--- src/rtl/pipe_pkg.sv ---
// pipe_pkg
//   Shared types and default widths for the EXE/MEM pipeline register.
//   - pipe_state_t      : occupancy state of the two-entry skid buffer
//   - *_DEF             : default field widths for the filter processor
//   - exe_mem_payload_t : packed EXE/MEM payload at the default widths
//   - state_count()     : number of entries held in a given state
package pipe_pkg;

    localparam int CTRL_W_DEF      = 17;
    localparam int DATA_W_DEF      = 32;
    localparam int DIR_W_DEF       = 4;
    localparam int STALL_CNT_W_DEF = 16;

    typedef enum logic [1:0] {
        EMPTY = 2'd0,
        ONE   = 2'd1,
        FULL  = 2'd2
    } pipe_state_t;

    // Field order here matches the packing order used by the top level.
    typedef struct packed {
        logic [CTRL_W_DEF-1:0] ctrl;
        logic [DATA_W_DEF-1:0] src_reg;
        logic [DIR_W_DEF-1:0]  src_reg_dir;
        logic [DATA_W_DEF-1:0] alu;
        logic [DATA_W_DEF-1:0] robj;
    } exe_mem_payload_t;

    function automatic logic [1:0] state_count(input pipe_state_t st);
        logic [1:0] cnt;
        case (st)
            EMPTY:   cnt = 2'd0;
            ONE:     cnt = 2'd1;
            FULL:    cnt = 2'd2;
            default: cnt = 2'd0;
        endcase
        return cnt;
    endfunction

endpackage

--- src/rtl/pipe_skid_buf.sv ---
// pipe_skid_buf
//   Generic two-entry skid buffer with valid/ready on both sides.
//   The main register drives out_data; the skid register catches the one
//   entry that can arrive while the downstream side stalls. in_ready is
//   computed from the next state and registered, so out_ready never
//   reaches in_ready combinationally.
// Ports:
//   clk, rst             clock, synchronous active-high reset
//   flush                drop all held entries (takes priority)
//   in_valid/in_ready    upstream handshake (in_ready registered)
//   in_data              upstream payload
//   out_valid/out_ready  downstream handshake (out_valid registered)
//   out_data             main register contents
//   count                entries held (0..2), registered
module pipe_skid_buf
    import pipe_pkg::*;
#(
    parameter int PAYLOAD_W = 8
) (
    input  logic                 clk,
    input  logic                 rst,
    input  logic                 flush,
    input  logic                 in_valid,
    output logic                 in_ready,
    input  logic [PAYLOAD_W-1:0] in_data,
    output logic                 out_valid,
    input  logic                 out_ready,
    output logic [PAYLOAD_W-1:0] out_data,
    output logic [1:0]           count
);

    pipe_state_t          state_r;
    pipe_state_t          state_nxt_s;
    logic [PAYLOAD_W-1:0] main_r;
    logic [PAYLOAD_W-1:0] skid_r;
    logic                 in_ready_r;
    logic                 out_valid_r;
    logic [1:0]           count_r;
    logic                 accept_s;
    logic                 emit_s;
    logic                 load_main_in_s;
    logic                 load_main_skid_s;
    logic                 load_skid_s;

    assign accept_s  = in_valid & in_ready_r;
    assign emit_s    = out_valid_r & out_ready;
    assign in_ready  = in_ready_r;
    assign out_valid = out_valid_r;
    assign out_data  = main_r;
    assign count     = count_r;

    // Next-state and register-load selection; flush overrides everything.
    always_comb begin
        state_nxt_s      = state_r;
        load_main_in_s   = 1'b0;
        load_main_skid_s = 1'b0;
        load_skid_s      = 1'b0;
        if (flush) begin
            state_nxt_s = EMPTY;
        end else begin
            case (state_r)
                EMPTY: begin
                    if (accept_s) begin
                        state_nxt_s    = ONE;
                        load_main_in_s = 1'b1;
                    end else begin
                        state_nxt_s = EMPTY;
                    end
                end
                ONE: begin
                    if (accept_s && !emit_s) begin
                        state_nxt_s = FULL;
                        load_skid_s = 1'b1;
                    end else if (accept_s && emit_s) begin
                        state_nxt_s    = ONE;
                        load_main_in_s = 1'b1;
                    end else if (emit_s) begin
                        state_nxt_s = EMPTY;
                    end else begin
                        state_nxt_s = ONE;
                    end
                end
                FULL: begin
                    // in_ready is low here, so no accept can coincide.
                    if (emit_s) begin
                        state_nxt_s      = ONE;
                        load_main_skid_s = 1'b1;
                    end else begin
                        state_nxt_s = FULL;
                    end
                end
                default: begin
                    state_nxt_s = EMPTY;
                end
            endcase
        end
    end

    // State, handshake flags, occupancy and payload registers.
    always_ff @(posedge clk) begin
        if (rst) begin
            state_r     <= EMPTY;
            in_ready_r  <= 1'b0;
            out_valid_r <= 1'b0;
            count_r     <= 2'd0;
            main_r      <= {PAYLOAD_W{1'b0}};
            skid_r      <= {PAYLOAD_W{1'b0}};
        end else begin
            state_r     <= state_nxt_s;
            in_ready_r  <= (state_nxt_s != FULL);
            out_valid_r <= (state_nxt_s != EMPTY);
            count_r     <= state_count(state_nxt_s);
            if (load_main_in_s) begin
                main_r <= in_data;
            end else if (load_main_skid_s) begin
                main_r <= skid_r;
            end else begin
                main_r <= main_r;
            end
            if (load_skid_s) begin
                skid_r <= in_data;
            end else begin
                skid_r <= skid_r;
            end
        end
    end

endmodule

--- src/rtl/exe_mem_pipe_reg.sv ---
// exe_mem_pipe_reg
//   EXE/MEM stage register of the filter processor with a valid/ready
//   handshake, two-entry skid buffer, flush, occupancy and stall counter.
// Ports:
//   clk, rst                 clock, synchronous active-high reset
//   flush                    discard held entries; o_ctrl reads 0 afterwards
//   in_valid/in_ready        upstream handshake (in_ready registered)
//   i_ctrl..i_Robj           payload from execute stage
//   out_valid/out_ready      downstream handshake
//   o_ctrl..o_Robj           payload to memory stage
//   o_count                  entries held (0..2)
//   o_stall_cnt              saturating count of out_valid & !out_ready cycles
module exe_mem_pipe_reg
    import pipe_pkg::*;
#(
    parameter int CTRL_W      = CTRL_W_DEF,
    parameter int DATA_W      = DATA_W_DEF,
    parameter int DIR_W       = DIR_W_DEF,
    parameter int STALL_CNT_W = STALL_CNT_W_DEF
) (
    input  logic                   clk,
    input  logic                   rst,
    input  logic                   flush,
    input  logic                   in_valid,
    output logic                   in_ready,
    input  logic [CTRL_W-1:0]      i_ctrl,
    input  logic [DATA_W-1:0]      i_srcReg,
    input  logic [DIR_W-1:0]       i_srcRegDir,
    input  logic [DATA_W-1:0]      i_alu,
    input  logic [DATA_W-1:0]      i_Robj,
    output logic                   out_valid,
    input  logic                   out_ready,
    output logic [CTRL_W-1:0]      o_ctrl,
    output logic [DATA_W-1:0]      o_srcReg,
    output logic [DIR_W-1:0]       o_srcRegDir,
    output logic [DATA_W-1:0]      o_alu,
    output logic [DATA_W-1:0]      o_Robj,
    output logic [1:0]             o_count,
    output logic [STALL_CNT_W-1:0] o_stall_cnt
);

    localparam int PAYLOAD_W = CTRL_W + 3 * DATA_W + DIR_W;

    logic [PAYLOAD_W-1:0]   in_data_s;
    logic [PAYLOAD_W-1:0]   out_data_s;
    logic [CTRL_W-1:0]      main_ctrl_s;
    logic                   out_valid_s;
    logic                   ctrl_zero_r;
    logic [STALL_CNT_W-1:0] stall_cnt_r;

    assign in_data_s = {i_ctrl, i_srcReg, i_srcRegDir, i_alu, i_Robj};

    pipe_skid_buf #(
        .PAYLOAD_W (PAYLOAD_W)
    ) u_skid (
        .clk       (clk),
        .rst       (rst),
        .flush     (flush),
        .in_valid  (in_valid),
        .in_ready  (in_ready),
        .in_data   (in_data_s),
        .out_valid (out_valid_s),
        .out_ready (out_ready),
        .out_data  (out_data_s),
        .count     (o_count)
    );

    assign {main_ctrl_s, o_srcReg, o_srcRegDir, o_alu, o_Robj} = out_data_s;
    assign out_valid = out_valid_s;

    // After a flush the main register still holds the old control word;
    // mask it until a fresh entry makes out_valid rise (that edge reloads main).
    assign o_ctrl = (ctrl_zero_r && !out_valid_s) ? {CTRL_W{1'b0}} : main_ctrl_s;

    // Tracks whether the visible control word has been bubbled by a flush.
    always_ff @(posedge clk) begin
        if (rst) begin
            ctrl_zero_r <= 1'b0;
        end else if (flush) begin
            ctrl_zero_r <= 1'b1;
        end else if (out_valid_s) begin
            ctrl_zero_r <= 1'b0;
        end else begin
            ctrl_zero_r <= ctrl_zero_r;
        end
    end

    // Saturating stall counter; flush intentionally leaves it untouched.
    always_ff @(posedge clk) begin
        if (rst) begin
            stall_cnt_r <= {STALL_CNT_W{1'b0}};
        end else if (out_valid_s && !out_ready && (stall_cnt_r != {STALL_CNT_W{1'b1}})) begin
            stall_cnt_r <= stall_cnt_r + {{(STALL_CNT_W-1){1'b0}}, 1'b1};
        end else begin
            stall_cnt_r <= stall_cnt_r;
        end
    end

    assign o_stall_cnt = stall_cnt_r;

endmodule
--- config.mk ---
export PLATFORM = sky130hd
export DESIGN_NAME = exe_mem_pipe_reg
export DESIGN_NICKNAME = d
export VERILOG_FILES = /design/src/rtl/pipe_pkg.sv /design/src/rtl/pipe_skid_buf.sv /design/src/rtl/exe_mem_pipe_reg.sv
export SDC_FILE = /design/constraint.sdc
export NUM_CORES = 1
export LEC_CHECK = 0
export ABC_AREA = 1
export CELL_PAD_IN_SITES_DETAIL_PLACEMENT = 0
export CELL_PAD_IN_SITES_GLOBAL_PLACEMENT = 1
export CORE_MARGIN = 5
export CORE_UTILIZATION = 33
export CTS_BUF_LIST = sky130_fd_sc_hd__clkbuf_8
export CTS_CLUSTER_DIAMETER = 120
export DETAILED_ROUTE_END_ITERATION = 6
export PLACE_DENSITY = 0.82
export SYNTH_ARGS = -nofsm -noshare
export SYNTH_HDL_FRONTEND = slang
export SYNTH_SLANG_ARGS = --single-unit
--- constraint.sdc ---
create_clock -name clk -period 1.8 [get_ports clk]
set_clock_uncertainty 0.1 [all_clocks]
set_input_delay 0.36 -clock clk [delete_from_list [all_inputs] [get_ports clk]]
set_output_delay 0.36 -clock clk [all_outputs]
set_load 0.02 [all_outputs]
==> results of run 1 <==
==> sequential cells by signal (all words and copies together), names as in the netlist <==
register          flops
ctrl_zero_r           1
o_stall_cnt          16
u_skid.count          2
u_skid.in_ready       1
u_skid.out_data     117
u_skid.out_valid      1
u_skid.skid_r       117
u_skid.state_r        2
==> worst reg2reg max path, stage by stage (launching register included) <==
cell	delay, ns
dfxtp_1	0.32
nand2_1	0.07
inv_1	0.17
ha_4	0.17
nand2_4	0.05
nand2_4	0.10
buf_12	0.11
buf_6	0.10
buf_12	0.16
buf_12	0.15
clkbuf_16	0.17
nand2_4	0.05
a21oi_2	0.12
nor2_1	0.06
==> synth_stat cells <==
library cell	instances	share of area [%]
nand2_2	2	0.11
a21oi_1	247	11
nor2_1	162	5.2
buf_1	3	0.096
a31oi_1	1	0.053
clkbuf_1	82	2.6
o21ai_4	1	0.14
xnor2_1	1	0.075
clkinv_1	2	0.064
nor2_2	1	0.053
o21ai_1	4	0.17
nand3b_1	1	0.064
inv_1	274	8.7
ha_1	3	0.32
nor3b_1	1	0.064
inv_2	2	0.064
o211ai_1	1	0.064
o21ai_0	233	9.9
nand2_1	299	9.5
buf_4	105	6.7
dfxtp_1	257	44
nand3_2	1	0.085
nand4_1	3	0.16
nand3_1	13	0.55
buf_2	14	0.60
xor2_1	4	0.30
==> path summary, 6_finish.rpt <==
path                            startpoint                          endpoint  cells after the start
min                           i_srcReg[22]    u_skid.skid_r[90]$_SDFFE_PP0P_                      3
min reg2reg  u_skid.skid_r[5]$_SDFFE_PP0P_     u_skid.skid_r[5]$_SDFFE_PP0P_                      2
max reg2reg     u_skid.in_ready$_SDFF_PP0_  u_skid.out_data[15]$_SDFFE_PP0P_                     13
max             u_skid.in_ready$_SDFF_PP0_  u_skid.out_data[15]$_SDFFE_PP0P_                     13
==> cell type report <==
class / instances / area share [%]
multi-input cells: 980 / 30.7
inverters: 278 / 5.58
well taps: 461 / 3.04
clock buffers: 56 / 4.06
repair buffers: 435 / 28.5
clock inverters: 22 / 0.910
flip-flops and latches: 257 / 27.2
==> metal layers <==
layer	GRT usage [%]	up-vias	part of all wire, %
met2	30.6	354	48
met3	4.23	67	6.1
met1	25.3	5603	44
li1	-	5856	-
met5	0	-	0
met4	6.26	0	2.4
==> stage by stage <==
step	instances	power, uW	worst slack (ns)	utilization (%)	TNS, ns
2_1_floorplan	1717	6970	0.0262	-	0
3_5_place_dp	2316	7750	-0.550	41.8	-102.20
5_1_grt	2489	14600	-0.299	53.6	-51.82
6_report	2489	14100	-0.208	53.6	-28.98
3_3_place_gp	2316	7740	-0.527	41.8	-99.45
4_1_cts	2460	13900	-0.233	49.0	-25.20
==> report_power, final <==
group	switching, uW	internal, uW
combinational	1240	1120
clock	2540	3220
sequential	111	5860
total	3880	10200
==> kinds of logic after synthesis <==
logic type	Yosys count	share of synthesized area [%]
buffers and inverters	482	18.9
adders and majority gates	3	0.319
AOI/OAI and AO/OA	487	20.9
DFF	257	43.8
xor gates and xnor gates	5	0.372
and+or+nand+nor	483	15.8
==> what timing repair did <==
| item | CTS | global route |
|---|---|---|
| setup endpoints to repair | 252 | 294 |
| resized for setup | 525 | 521 |
| buffers inserted | 38 | 17 |
| pin swaps | 27 | 112 |
| cloned | 29 | 31 |
| endpoints found under the hold margin | 0 | 0 |
==> flow_metrics.py, run 1 <==
metrics = {
    "synth": {
        "synth_cell_type_count": 26,
        "synth_seq_cells": 257,
        "synth_nets": 1842,
        "syn_area_um2": 11800,
        "ys_seq_area_share_pct": 43.8,
        "synth_area_per_cell_um2": 6.85,
        "syn_inst": 1717,
        "yosysWarningCount": 0,
    },
    "global_routing": {
        "track_usage_pct": 19.0,
        "antenna_found_initial": 1,
        "grt.overflow.total": 0,
        "grt_first_pass_wirelength_mm": 60.2,
        "grt_max_degree": 73,
        "grt_pass1_vias": 11100,
    },
    "worst_setup_path": {
        "reg2reg_slack_ns": -0.21,
        "cpMaxStageDelayCell": "dfxtp_1",
        "crit_path_end_kind": "register",
        "path_buf_inv": 6,
        "critPathArrivalTime_ns": 2.39,
        "worstPathRequired_ns": 2.18,
        "worst_setup_path_start_kind": "register",
        "worst_path_largest_cell_delay_ns": 0.32,
        "crit_fanout": 7,
        "crit_family": "buffers and inverters",
        "cp_cell_sequence": "nand2_1 > inv_1 > ha_4 > nand2_4 > nand2_4 > buf_12 > buf_6 > buf_12 > buf_12 > clkbuf_16 > nand2_4 > a21oi_2 > nor2_1",
        "worstSetupPathType": "reg -> reg",
    },
    "clock_network": {
        "clk_pin_slew_ns": 0.06,
        "cts_buffer_depth": 3,
        "clock-sinks": 257,
        "tritoncts": "built",
        "insertion_delay_ns": 0.61,
        "hold_buffers": 0,
        "cts_buffers": 47,
        "cts_htree_levels": 2,
        "cts_root_buf": "clkbuf_8",
    },
    "cells_and_area": {
        "register_area_um2": 5160,
        "diodes": 0,
        "drive_above_1_share_pct": 31.7,
        "nets": 2124,
        "area_delta_synth_final_pct": 61.3,
        "fillCellCount": 3253,
        "layout_commonest_cell": "inv_1",
        "multiInputGateArea_um2": 5820,
        "fin_area_um2": 19000,
        "layout_common_cells": "inv_1 (285), dfxtp_1 (246), nand2_1 (224), nor2_1 (142), a21oi_1 (141)",
    },
    "die": {
        "dieArea_um2": 39500,
        "die_h_um": 199,
        "pin_count": 259,
        "start_util_pct": 33.2,
        "row_count": 69,
        "coreArea_um2": 35400,
        "dieWidth_um": 199,
    },
    "routing": {
        "drc": 0,
        "first_pass_iters": 5,
        "drt_iter0_drc": 628,
        "wirelength_mm": 43.2,
        "vias_per_cell": 4.77,
        "drt-wirelength-per-cell_um": 17.4,
        "vias": 11900,
        "ant_nets": 0,
    },
    "sta": {
        "hold_violations": 0,
        "drv_slew": 0,
        "layout_setup_ws_ns": -0.208,
        "min_period_ns": 2.01,
        "max_freq_ghz": 0.498,
        "final-setup-viol-count": 251,
        "period_share_pct": 112,
        "worst_pin_slew_ns": 0.357,
        "relSlewSlack_pct": 76.2,
        "holdWs_ns": 0.288,
        "rsz0062_at_grt": "yes",
    },
    "run_status": {
        "status": "finished with violations",
        "violations": "setup timing",
    },
    "job": {
        "maxCapViolCount": 0,
    },
    "worst_hold_path": {
        "min_path_type": "in -> reg",
    },
    "power": {
        "p_per_area_nw_per_um2": 743,
        "irDropWorstVdd_v": 0.000518,
        "leakagePower_uw": 0.00863,
    },
    "placement": {
        "place_congestion": 0.795,
        "dpl_cell_area_um2": 14800,
        "portBuffers": 258,
        "dp_hpwl_mm": 23.2,
    },
}
Note: power is estimated with default switching activity, not from simulation.
==> inputs of run 2 (changes only) <==
- CAP_MARGIN: unset -> 40
- TNS_END_PERCENT: unset -> 50
==> run 2 against run 1 <==
  * The run still ends with setup timing left
  * First-iteration DRC count decreased by 4.1%
  * Combinational power decreased by 8.9%
  * Setup slack improved by 0.056 ns
  * Worst hold slack improved by 0.020 ns
  * Die area unchanged
  * Largest power group unchanged
  * Global-route usage decreased by 2.2 points
  * Register-to-register slack improved by 0.08 ns
  * Largest cell class unchanged
  * Clock power about the same
  * Critical path depth decreased by 7
==> flow_metrics.py, run 2 (same netlist as run 1, synthesis figures left out) <==
metrics = {
    "cells_and_area": {
        "fin_area_um2": 17700,
        "layout_common_cells": "inv_1 (286), nand2_1 (258), dfxtp_1 (247), a21oi_1 (171), nor2_1 (145)",
        "fin_cells": 2455,
        "nets": 2089,
        "area_delta_synth_final_pct": 50.5,
        "layout_commonest_cell": "inv_1",
        "drive_above_1_share_pct": 22.6,
    },
    "worst_setup_path": {
        "crit_path_end_kind": "output port",
        "crit_family": "buffers and inverters",
        "worst_setup_path_start_kind": "register",
        "critPathArrivalTime_ns": 1.49,
        "worstSetupPathType": "reg -> out",
        "cpMaxStageDelayCell": "dfxtp_2",
        "crit_fanout": 8,
        "worst_path_largest_cell_delay_ns": 0.34,
        "cp_cell_sequence": "inv_2 > nand2_4 > inv_8 > buf_16 > nor2_4 > buf_6",
        "worstPathRequired_ns": 1.34,
        "path_buf_inv": 4,
    },
    "clock_network": {
        "insertion_delay_ns": 0.60,
        "clock-sinks": 257,
        "cts_htree_levels": 2,
        "cts_root_buf": "clkbuf_8",
        "cts_buffers": 47,
        "tritoncts": "built",
        "cts_buffer_depth": 3,
        "clk_pin_slew_ns": 0.06,
    },
    "global_routing": {
        "grt_pass1_vias": 10600,
        "track_usage_pct": 16.8,
        "grt_max_degree": 73,
        "antenna_found_initial": 2,
        "grt.overflow.total": 0,
        "grt_first_pass_wirelength_mm": 54.7,
    },
    "die": {
        "start_util_pct": 33.2,
        "row_count": 69,
        "coreArea_um2": 35400,
        "pin_count": 259,
        "die_h_um": 199,
        "dieWidth_um": 199,
        "dieArea_um2": 39500,
    },
    "sta": {
        "min_period_ns": 1.95,
        "rsz0062_at_grt": "yes",
        "worst_pin_slew_ns": 0.339,
        "hold_violations": 0,
        "relSlewSlack_pct": 77.3,
        "layout_setup_ws_ns": -0.152,
        "period_share_pct": 108,
        "final-setup-viol-count": 123,
        "max_freq_ghz": 0.512,
        "drv_slew": 0,
    },
    "run_status": {
        "status": "finished with violations",
        "violations": "setup timing",
    },
    "placement": {
        "placed_cells": 2316,
        "dpl_cell_area_um2": 14800,
        "dp_hpwl_mm": 23.2,
        "portBuffers": 258,
        "place_congestion": 0.795,
    },
    "worst_hold_path": {
        "min_path_type": "in -> reg",
    },
    "routing": {
        "drc": 0,
        "ant_nets": 0,
        "first_pass_iters": 5,
        "wirelength_mm": 40.4,
        "vias_per_cell": 4.68,
        "vias": 11500,
        "drt_iter0_drc": 602,
        "drt-wirelength-per-cell_um": 16.5,
    },
    "job": {
        "maxCapViolCount": 0,
    },
    "power": {
        "p_per_area_nw_per_um2": 782,
        "leakagePower_uw": 0.00810,
        "irDropWorstVdd_v": 0.000517,
    },
}
[run 2: cell count changes in the layout (fill, tap and decap cells not counted), sizes merged]
| cell | delta |
|---|---|
| buf | -40 |
| clkbuf | -20 |
| clkdlybuf4s15 | -3 |
| diode | +1 |
| dlygate4sd2 | +28 |
[run 2: worst paths after layout]
path	startpoint	end	slack (ns)	depth (start not counted)
max	u_skid.out_valid$_SDFF_PP0_	o_ctrl[6]	-0.15	6
max reg2reg	u_skid.out_valid$_SDFF_PP0_	u_skid.out_data[94]$_SDFFE_PP0P_	-0.13	13
min	i_ctrl[16]	u_skid.skid_r[116]$_SDFFE_PP0P_	0.31	3
min reg2reg	u_skid.skid_r[99]$_SDFFE_PP0P_	u_skid.skid_r[99]$_SDFFE_PP0P_	0.35	2
[run 2: worst register-to-register path, delay by kind of cell, from the launching register on]
family | cells | cell delay [ns]
compound gates | 1 | 0.12
fa+ha+maj | 1 | 0.15
buf+inv | 5 | 0.64
flops | 1 | 0.32
simple gates | 6 | 0.48
[run 2: per-stage QoR]
step / power [uW] / TNS, ns / utilization, % / hold WS (ns) / setup slack (ns)
after CTS: 13500 / -5.48 / 45.0 / 0.251 / -0.233
final: 13800 / -8.48 / 50.0 / 0.308 / -0.152
after detailed placement: 7750 / -102.20 / 41.8 / 0.341 / -0.550
after global routing: 14500 / -26.75 / 50.0 / 0.285 / -0.232
after floorplan: 6970 / 0 / - / 0.329 / 0.0262
after global placement: 7740 / -99.45 / 41.8 / 0.336 / -0.527
[run 2: layout make-up]
class | count | area, um2
clock buffer | 56 | 771
timing repair buffer | 400 | 4770
inverter | 278 | 1060
multi-input combinational | 980 | 5190
antenna | 1 | 2.50
sequential | 257 | 5160
clock inverter | 22 | 173
tap | 461 | 577
fill | 3419 | 17700
[run 2: routing by layer]
layer / part of all wire, % / global-route usage (%) / routed length, um / vias to the layer above
met3: 6.3 / 4.20 / 2540 / 56
met5: 0 / 0 / 0 / -
li1: - / - / - / 5778
met4: 2.3 / 6.28 / 918 / 0
met1: 45 / 22.0 / 18000 / 5337
met2: 47 / 26.8 / 19000 / 328
[run 2: report_power, final]
| group | switching (uW) | internal (uW) | leakage, uW |
|---|---|---|---|
| sequential | 98.3 | 5860 | 0.00209 |
| clock | 2510 | 3220 | 0.000537 |
| combinational | 1120 | 1030 | 0.00547 |
[run 2: timing repair]
item,4_1_cts,5_1_grt
hold buffers,0,0
resized for setup,369,281
buffers inserted,2,17
setup endpoints to repair,252,246
pin swaps,36,43
cloned,1,40
